`src/rtl/start_overlay_if.sv`:
```
`default_nettype none
// ============================================================================
//  Module      : vga_if (interface)
//  Description : VGA timing/pixel stream bundle. A producer drives the stream
//                through the out/master modport and a consumer samples it
//                through the in/slave modport.
//                  hcount[10:0], vcount[10:0] : pixel position
//                  hsync, vsync               : sync pulses
//                  hblnk, vblnk               : blanking flags
//                  rgb[11:0]                  : 4:4:4 pixel colour
//  Revision    : 1.0 - initial release
// ============================================================================
interface vga_if;
  logic [10:0] hcount;
  logic [10:0] vcount;
  logic        hsync;
  logic        vsync;
  logic        hblnk;
  logic        vblnk;
  logic [11:0] rgb;

  // Consumer side of the stream
  modport in (
    input hcount, vcount, hsync, vsync, hblnk, vblnk, rgb
  );

  // Producer side of the stream
  modport out (
    output hcount, vcount, hsync, vsync, hblnk, vblnk, rgb
  );

  modport slave (
    input hcount, vcount, hsync, vsync, hblnk, vblnk, rgb
  );

  modport master (
    output hcount, vcount, hsync, vsync, hblnk, vblnk, rgb
  );
endinterface
`default_nettype wire

```
`src/rtl/start_overlay.sv`:
```
`default_nettype none
// ============================================================================
//  Module      : start_overlay
//  Description : Blinking start-screen text overlay for a VGA stream.
//                The incoming timing stream is delayed by TEXT_LAT cycles so
//                that it lines up with the text draw stage, then merged with
//                the text pixels and registered once more onto vout.
//                A small FSM (HIDDEN / VISIBLE / BLANKED) advances only on
//                frame boundaries, so the overlay never tears mid-frame.
//  Ports       :
//    clk        in   pixel clock, rising edge
//    rst        in   asynchronous active-high reset
//    vin        in   vga_if.in  - incoming timing/pixel stream
//    text_rgb   in   [11:0] text pixel, aligned with the delayed stream
//    text_valid in   text_rgb lies inside the text rectangle
//    enable     in   game is in its start-screen state
//    vout       out  vga_if.out - merged stream, vin latency TEXT_LAT+1
//    shown      out  high while the FSM is in VISIBLE
//  Revision    : 1.0 - initial release
// ============================================================================
module start_overlay #(
  parameter int          TEXT_LAT     = 2,
  parameter int          BLINK_FRAMES = 30,
  parameter logic [11:0] KEY_RGB      = 12'hF0F,
  parameter int          DIM_BG       = 1
) (
  input  logic        clk,
  input  logic        rst,
  vga_if.in           vin,
  input  logic [11:0] text_rgb,
  input  logic        text_valid,
  input  logic        enable,
  vga_if.out          vout,
  output logic        shown
);

  // Flattened stream word: {hcount, vcount, hsync, vsync, hblnk, vblnk, rgb}
  localparam int         c_W    = 38;
  localparam logic [7:0] c_LAST = 8'(BLINK_FRAMES - 1);

  typedef enum logic [1:0] {
    HIDDEN  = 2'd0,
    VISIBLE = 2'd1,
    BLANKED = 2'd2
  } state_t;

  logic [c_W-1:0] r_dly [TEXT_LAT];
  logic [c_W-1:0] w_vin_flat;

  logic [10:0] w_d_hcount;
  logic [10:0] w_d_vcount;
  logic        w_d_hsync;
  logic        w_d_vsync;
  logic        w_d_hblnk;
  logic        w_d_vblnk;
  logic [11:0] w_d_rgb;

  logic        r_vblnk_prev;
  logic        w_frame;
  state_t      r_state;
  logic [7:0]  r_cnt;
  logic        r_shown;

  logic [11:0] w_dim;
  logic [11:0] w_rgb;

  assign w_vin_flat = {vin.hcount, vin.vcount, vin.hsync, vin.vsync,
                       vin.hblnk, vin.vblnk, vin.rgb};

  // --------------------------------------------------------------------------
  // Alignment delay line
  // --------------------------------------------------------------------------
  always_ff @(posedge clk or posedge rst) begin
    if (rst) begin
      for (int i = 0; i < TEXT_LAT; i++) begin
        r_dly[i] <= '0;
      end
    end else begin
      r_dly[0] <= w_vin_flat;
      for (int i = 1; i < TEXT_LAT; i++) begin
        r_dly[i] <= r_dly[i-1];
      end
    end
  end

  assign w_d_hcount = r_dly[TEXT_LAT-1][37:27];
  assign w_d_vcount = r_dly[TEXT_LAT-1][26:16];
  assign w_d_hsync  = r_dly[TEXT_LAT-1][15];
  assign w_d_vsync  = r_dly[TEXT_LAT-1][14];
  assign w_d_hblnk  = r_dly[TEXT_LAT-1][13];
  assign w_d_vblnk  = r_dly[TEXT_LAT-1][12];
  assign w_d_rgb    = r_dly[TEXT_LAT-1][11:0];

  // One pulse per frame: rising edge of the aligned vblnk.
  assign w_frame = w_d_vblnk & ~r_vblnk_prev;

  // --------------------------------------------------------------------------
  // Blink FSM. enable is only sampled on a frame boundary so that a change
  // in the middle of a frame cannot tear the picture. Dropping enable wins
  // over a blink toggle on the same boundary.
  // --------------------------------------------------------------------------
  always_ff @(posedge clk or posedge rst) begin
    if (rst) begin
      r_vblnk_prev <= 1'b0;
      r_state      <= HIDDEN;
      r_cnt        <= 8'd0;
      r_shown      <= 1'b0;
    end else begin
      r_vblnk_prev <= w_d_vblnk;
      if (w_frame) begin
        if (!enable) begin
          r_state <= HIDDEN;
          r_cnt   <= 8'd0;
          r_shown <= 1'b0;
        end else begin
          case (r_state)
            HIDDEN: begin
              r_state <= VISIBLE;
              r_cnt   <= 8'd0;
              r_shown <= 1'b1;
            end
            VISIBLE: begin
              if (r_cnt == c_LAST) begin
                r_state <= BLANKED;
                r_cnt   <= 8'd0;
                r_shown <= 1'b0;
              end else begin
                r_cnt   <= r_cnt + 8'd1;
              end
            end
            BLANKED: begin
              if (r_cnt == c_LAST) begin
                r_state <= VISIBLE;
                r_cnt   <= 8'd0;
                r_shown <= 1'b1;
              end else begin
                r_cnt   <= r_cnt + 8'd1;
              end
            end
            default: begin
              r_state <= HIDDEN;
              r_cnt   <= 8'd0;
              r_shown <= 1'b0;
            end
          endcase
        end
      end
    end
  end

  assign shown = r_shown;

  // --------------------------------------------------------------------------
  // Pixel mux. Blanking forces black; otherwise opaque text wins in VISIBLE,
  // and the background is halved per channel whenever the overlay is active.
  // --------------------------------------------------------------------------
  always_comb begin
    w_dim = {1'b0, w_d_rgb[11:9], 1'b0, w_d_rgb[7:5], 1'b0, w_d_rgb[3:1]};
    w_rgb = w_d_rgb;
    if (w_d_hblnk || w_d_vblnk) begin
      w_rgb = 12'h000;
    end else if ((r_state == VISIBLE) && text_valid && (text_rgb != KEY_RGB)) begin
      w_rgb = text_rgb;
    end else if ((r_state != HIDDEN) && (DIM_BG != 0)) begin
      w_rgb = w_dim;
    end
  end

  // --------------------------------------------------------------------------
  // Output register
  // --------------------------------------------------------------------------
  always_ff @(posedge clk or posedge rst) begin
    if (rst) begin
      vout.hcount <= 11'd0;
      vout.vcount <= 11'd0;
      vout.hsync  <= 1'b0;
      vout.vsync  <= 1'b0;
      vout.hblnk  <= 1'b0;
      vout.vblnk  <= 1'b0;
      vout.rgb    <= 12'h000;
    end else begin
      vout.hcount <= w_d_hcount;
      vout.vcount <= w_d_vcount;
      vout.hsync  <= w_d_hsync;
      vout.vsync  <= w_d_vsync;
      vout.hblnk  <= w_d_hblnk;
      vout.vblnk  <= w_d_vblnk;
      vout.rgb    <= w_rgb;
    end
  end

endmodule
`default_nettype wire
```
`src/flat_wrapper.sv`:
```
// flat-port wrapper written by rule: the top's interface ports become plain ports
module start_overlay_flat 
#(
  parameter int          TEXT_LAT     = 2,
  parameter int          BLINK_FRAMES = 30,
  parameter logic [11:0] KEY_RGB      = 12'hF0F,
  parameter int          DIM_BG       = 1
)
  (clk, rst, text_rgb, text_valid, enable, shown, vin_hcount, vin_vcount, vin_hsync, vin_vsync, vin_hblnk, vin_vblnk, vin_rgb, vout_hcount, vout_vcount, vout_hsync, vout_vsync, vout_hblnk, vout_vblnk, vout_rgb);
  vga_if vin_i ();
  vga_if vout_i ();
  input  logic clk;
  input  logic rst;
  input  logic [11:0] text_rgb;
  input  logic text_valid;
  input  logic enable;
  output logic shown;
  input wire logic [$bits(vin_i.hcount)-1:0] vin_hcount;
  input wire logic [$bits(vin_i.vcount)-1:0] vin_vcount;
  input wire logic [$bits(vin_i.hsync)-1:0] vin_hsync;
  input wire logic [$bits(vin_i.vsync)-1:0] vin_vsync;
  input wire logic [$bits(vin_i.hblnk)-1:0] vin_hblnk;
  input wire logic [$bits(vin_i.vblnk)-1:0] vin_vblnk;
  input wire logic [$bits(vin_i.rgb)-1:0] vin_rgb;
  output wire logic [$bits(vout_i.hcount)-1:0] vout_hcount;
  output wire logic [$bits(vout_i.vcount)-1:0] vout_vcount;
  output wire logic [$bits(vout_i.hsync)-1:0] vout_hsync;
  output wire logic [$bits(vout_i.vsync)-1:0] vout_vsync;
  output wire logic [$bits(vout_i.hblnk)-1:0] vout_hblnk;
  output wire logic [$bits(vout_i.vblnk)-1:0] vout_vblnk;
  output wire logic [$bits(vout_i.rgb)-1:0] vout_rgb;
  assign vin_i.hcount = vin_hcount;
  assign vin_i.vcount = vin_vcount;
  assign vin_i.hsync = vin_hsync;
  assign vin_i.vsync = vin_vsync;
  assign vin_i.hblnk = vin_hblnk;
  assign vin_i.vblnk = vin_vblnk;
  assign vin_i.rgb = vin_rgb;
  assign vout_hcount = vout_i.hcount;
  assign vout_vcount = vout_i.vcount;
  assign vout_hsync = vout_i.hsync;
  assign vout_vsync = vout_i.vsync;
  assign vout_hblnk = vout_i.hblnk;
  assign vout_vblnk = vout_i.vblnk;
  assign vout_rgb = vout_i.rgb;
  start_overlay #(.TEXT_LAT(TEXT_LAT), .BLINK_FRAMES(BLINK_FRAMES), .KEY_RGB(KEY_RGB), .DIM_BG(DIM_BG)) u_core (.clk(clk), .rst(rst), .vin(vin_i), .text_rgb(text_rgb), .text_valid(text_valid), .enable(enable), .vout(vout_i), .shown(shown));
endmodule
```
`config.mk`:
```
export PLATFORM = sky130hd
export DESIGN_NAME = start_overlay_flat
export DESIGN_NICKNAME = d
export VERILOG_FILES = /design/src/rtl/start_overlay_if.sv /design/src/rtl/start_overlay.sv /design/src/flat_wrapper.sv
export SDC_FILE = /design/constraint.sdc
export NUM_CORES = 1
export LEC_CHECK = 0
export CAP_MARGIN = 20
export CELL_PAD_IN_SITES_DETAIL_PLACEMENT = 0
export CELL_PAD_IN_SITES_GLOBAL_PLACEMENT = 2
export CORE_MARGIN = 4
export CORE_UTILIZATION = 34
export CTS_CLUSTER_DIAMETER = 100
export DETAILED_ROUTE_END_ITERATION = 8
export DONT_BUFFER_PORTS = 1
export PLACE_DENSITY = 0.77
export SLEW_MARGIN = 20
export SYNTH_ARGS = -nofsm -noshare
export SYNTH_HDL_FRONTEND = slang
export SYNTH_SLANG_ARGS = --single-unit
export TNS_END_PERCENT = 20
```
`constraint.sdc`:
```
create_clock -name clk -period 3.3 [get_ports clk]
set_input_delay 0.165 -clock clk [delete_from_list [all_inputs] [get_ports clk]]
set_output_delay 0.165 -clock clk [all_outputs]
set_load 0.01 [all_outputs]
```
==> summary.md <==
| Metric | Value |
|---|---|
| Port bufs | `0` |
| Syn Inst Count | `234` |
| CTS sink count | `around 130` |
| Die W | `114.6 um` |
| GRT Util Overall | `0.1268` |
| WS Path Type | `register to register` |
| GP Congestion | `~0.7` |
| Sequential area share after synthesis | `0.8093` |
| Vias per cell | `4.513` |
| Worst Tran Pin Value | `roughly 0.92 ns` |
| Maxcap violations | `0` |
| CP startpoint kind | `register` |
| CTS Buf Count | `17` |
| CP required | `between 3 and 4 ns` |
| Commonest non-fill, non-tap cells in the layout | `dfrtp_1, dlygate4sd3_1, clkbuf_16, mux2i_1, nand2_1` |
| Sequential Power Share | `0.432` |
| Clock latency on the worst-skew pair | `between 0.4 and 0.5 ns` |
| Initial antenna violation count | `0` |
| Crit-path cells | `inv_1 -> ha_1 -> nand2_1 -> a21oi_1 -> dlygate4sd3_1` |
| Via count | `2031` |
| Die ar. | `approximately 13000 um2` |
| Min-Delay Startpoint | `enable` |
| Commonest non-fill, non-tap cell in the layout | `dfrtp_1` |
| Die H | `114.6 um` |
| # rows | `38` |
| First-pass detailed-route iteration total | `4` |
| GR Overflow Total | `0` |
| Final WL | `7.319 mm` |
| Core area | `approximately 11000 um2` |
| Clk root buf | `clkbuf_16` |
| Hold Crit Class | `input pin to register` |
| Synth area leaders | `dfrtp_1, mux2i_1, ha_1` |
| Beginning of the critical path | `u_core.r_state[0]` |
| Switch share | `0.2437` |
| H-tree levels | `4` |
| Ports | `slightly above 90` |
| Max Clk Rate | `a little under 0.5 GHz` |
| Setup violators final | `0` |
| Peak supply drop | `just under 0.0005 V` |
| Iter 0 DRT Violations | `between 50 and 60` |
| Crit-path max cell delay | `0.63 ns` |
| LEAKAGE | `between 2 and 2.5 nW` |
| Share of the synthesized area in the top cell type | `0.8093` |
| Fin nets | `approximately 360` |
| Clk pin slew, worst setup/hold paths | `around 0.060 ns` |
| Post-synth top area cell | `dfrtp_1` |
| Fraction of layout cells with a size suffix above 1 | `0.1323` |
| Synth Net Count | `approximately 290` |
| Power Dens Cells | `roughly 800 nW/um2` |
| First-pass GRT wire length | `12.16 mm` |
| Endpoints failing hold | `0` |
| CP Max Fanout | `13` |
| Hold-fix buffers at CTS | `47` |
| CTS tree | `yes` |
| Setup repair bufs after CTS | `0` |
| Initial Util | `0.3519` |
| Switching Power | `approximately 1 mW` |
| Bufs on Longest Clock Path | `2` |
| Vias in the first global route | `between 2000 and 2500` |
| Detail Route Antenna Nets | `0` |
| Synth Register Bits | `between 100 and 150` |
| CP endpoint kind | `register` |
| Period minus WS final | `2.064 ns` |
| Outcome | `finished, final reports clean` |
| RSZ-0062 raised after global routing | `no` |
| Final Slew Violations | `0` |
| Slowest cell on crit path | `ha_1` |
| Fillers | `between 900 and 1000` |
| Synth Cell Area | `between 3000 and 4000 um2` |
| HPWL Detailed | `between 4 and 5 mm` |
| CP arrival | `between 2 and 2.5 ns` |
| Logic gate share of total power | `0.091` |
| DRC violations left | `0` |
| Setup Skew | `between 0.007 and 0.008 ns` |
| Post-CTS Resized | `0` |
| Synth unique cells | `36` |
| WL per Instance | `roughly 16 um` |
| Slew HR | `0.3841` |
| Hold_ws | `around 0.026 ns` |
| Ant diodes | `0` |
| Syn_area_per_cell | `roughly 17 um2` |
| Int Pwr | `roughly 3.0 mW` |
| Period utilisation layout | `0.6255` |
| Clock power frac | `0.476` |
| Worst reg2reg startpoint | `u_core.r_state[0]` |
| Synth warn | `0` |
| Pin count of the biggest net entering global routing | `between 80 and 90` |
| Layout area overhead | `33.02%` |
| Setup_tns | `0 ns` |
[synthesized netlist by cell type (all sizes together)]
cell,n
nor3,9
nor2,8
or4,2
o22ai,1
o21ba,1
nor4,2
nand2,11
o211a,1
or4b,1
nand3,5
clkbuf,2
ha,6
or4bb,1
o21ai,7
buf,2
a211oi,7
nand2b,4
nand3b,1
o211ai,1
inv,7
dfrtp,125
nand4,1
mux2,1
o41ai,1
a22oi,1
and2,1
o311ai,1
mux2i,11
a22o,2
xnor2,3
or2,1
o21a,1
a21oi,6
[state kept, by name (all words and copies together) (netlist names)]
signal and flops:
u_core.r_dly 76, u_core.vout.rgb 12, u_core.vout.hcount 11, u_core.vout.vcount 11, u_core.r_cnt 8, u_core.r_state 2, u_core.r_vblnk_prev 1, u_core.shown 1
u_core.vout.hblnk 1, u_core.vout.hsync 1, u_core.vout.vsync 1
[power groups by stage]
stage	combinational (mW)	sequential (mW)	clock (mW)
2_1_floorplan	0.264	1.74	0
3_3_place_gp	0.325	1.76	0
3_5_place_dp	0.324	1.77	0
4_1_cts	0.373	1.74	1.97
5_1_grt	0.419	1.75	2.05
6_report	0.367	1.74	1.91
[cell type report]
class	count	area [um2]	share of cell area
sequential	125	3128	0.6084
multi-input combinational	98	695.7	0.1353
timing repair buffer	48	490.5	0.09540
clock buffer	18	439.2	0.08542
clock inverter	14	182.7	0.03553
tap	140	175.2	0.03407
inverter	7	30.03	0.005841
[metal layers]
metal  up-vias  share of wire  global-route usage
met5         -              0                   0
met4         0          0.017             0.06492
met3         8           0.11             0.07875
met2        78           0.50              0.1901
met1      1014           0.38              0.1401
li1        931              -                   -
[final timing paths]
check                           slack, ns                endpoint  depth (start not counted)
worst max-delay path                 1.24     u_core.vout.rgb[11]                          5
worst min register to register       0.34  u_core.vout.vcount[10]                          0
worst max register to register       1.24     u_core.vout.rgb[11]                          5
worst min-delay path                 0.03       u_core.r_state[0]                          3
min in group asynchronous            0.45        u_core.r_dly[74]                          2
max in group asynchronous            1.98        u_core.r_dly[47]                          3
[critical path: cells and delay by family (launching register included)]
family / cells / cell delay [ns]
fa+ha+maj: 1 / 0.63
compound gates: 1 / 0.17
flops: 1 / 0.40
simple gates: 1 / 0.14
buf+inv: 2 / 0.67
[through the flow]
step	cell area, um2	worst slack [ns]	cells	power [mW]	utilization
after floorplan	3869	1.596	234	2.007	-
after global placement	4049	1.549	371	2.088	0.3686
after detailed placement	4049	1.533	371	2.091	0.3686
after CTS	5141	1.238	450	4.079	0.4681
after global routing	5141	1.100	450	4.224	0.4681
final	5141	1.236	450	4.019	0.4681
[cell families after synthesis]
kind of cell             Yosys count  share of synthesized area
flip-flops                       125                     0.8093
AND/OR/NAND/NOR                   47                    0.07025
AO/OA/AOI/OAI                     30                    0.05212
multiplexers                      12                    0.03140
buffers and inverters             11                    0.01069
adder cells (fa/ha/maj)            6                    0.01942
XOR/XNOR                           3                   0.006800
Power figures use the tool's default switching activity.
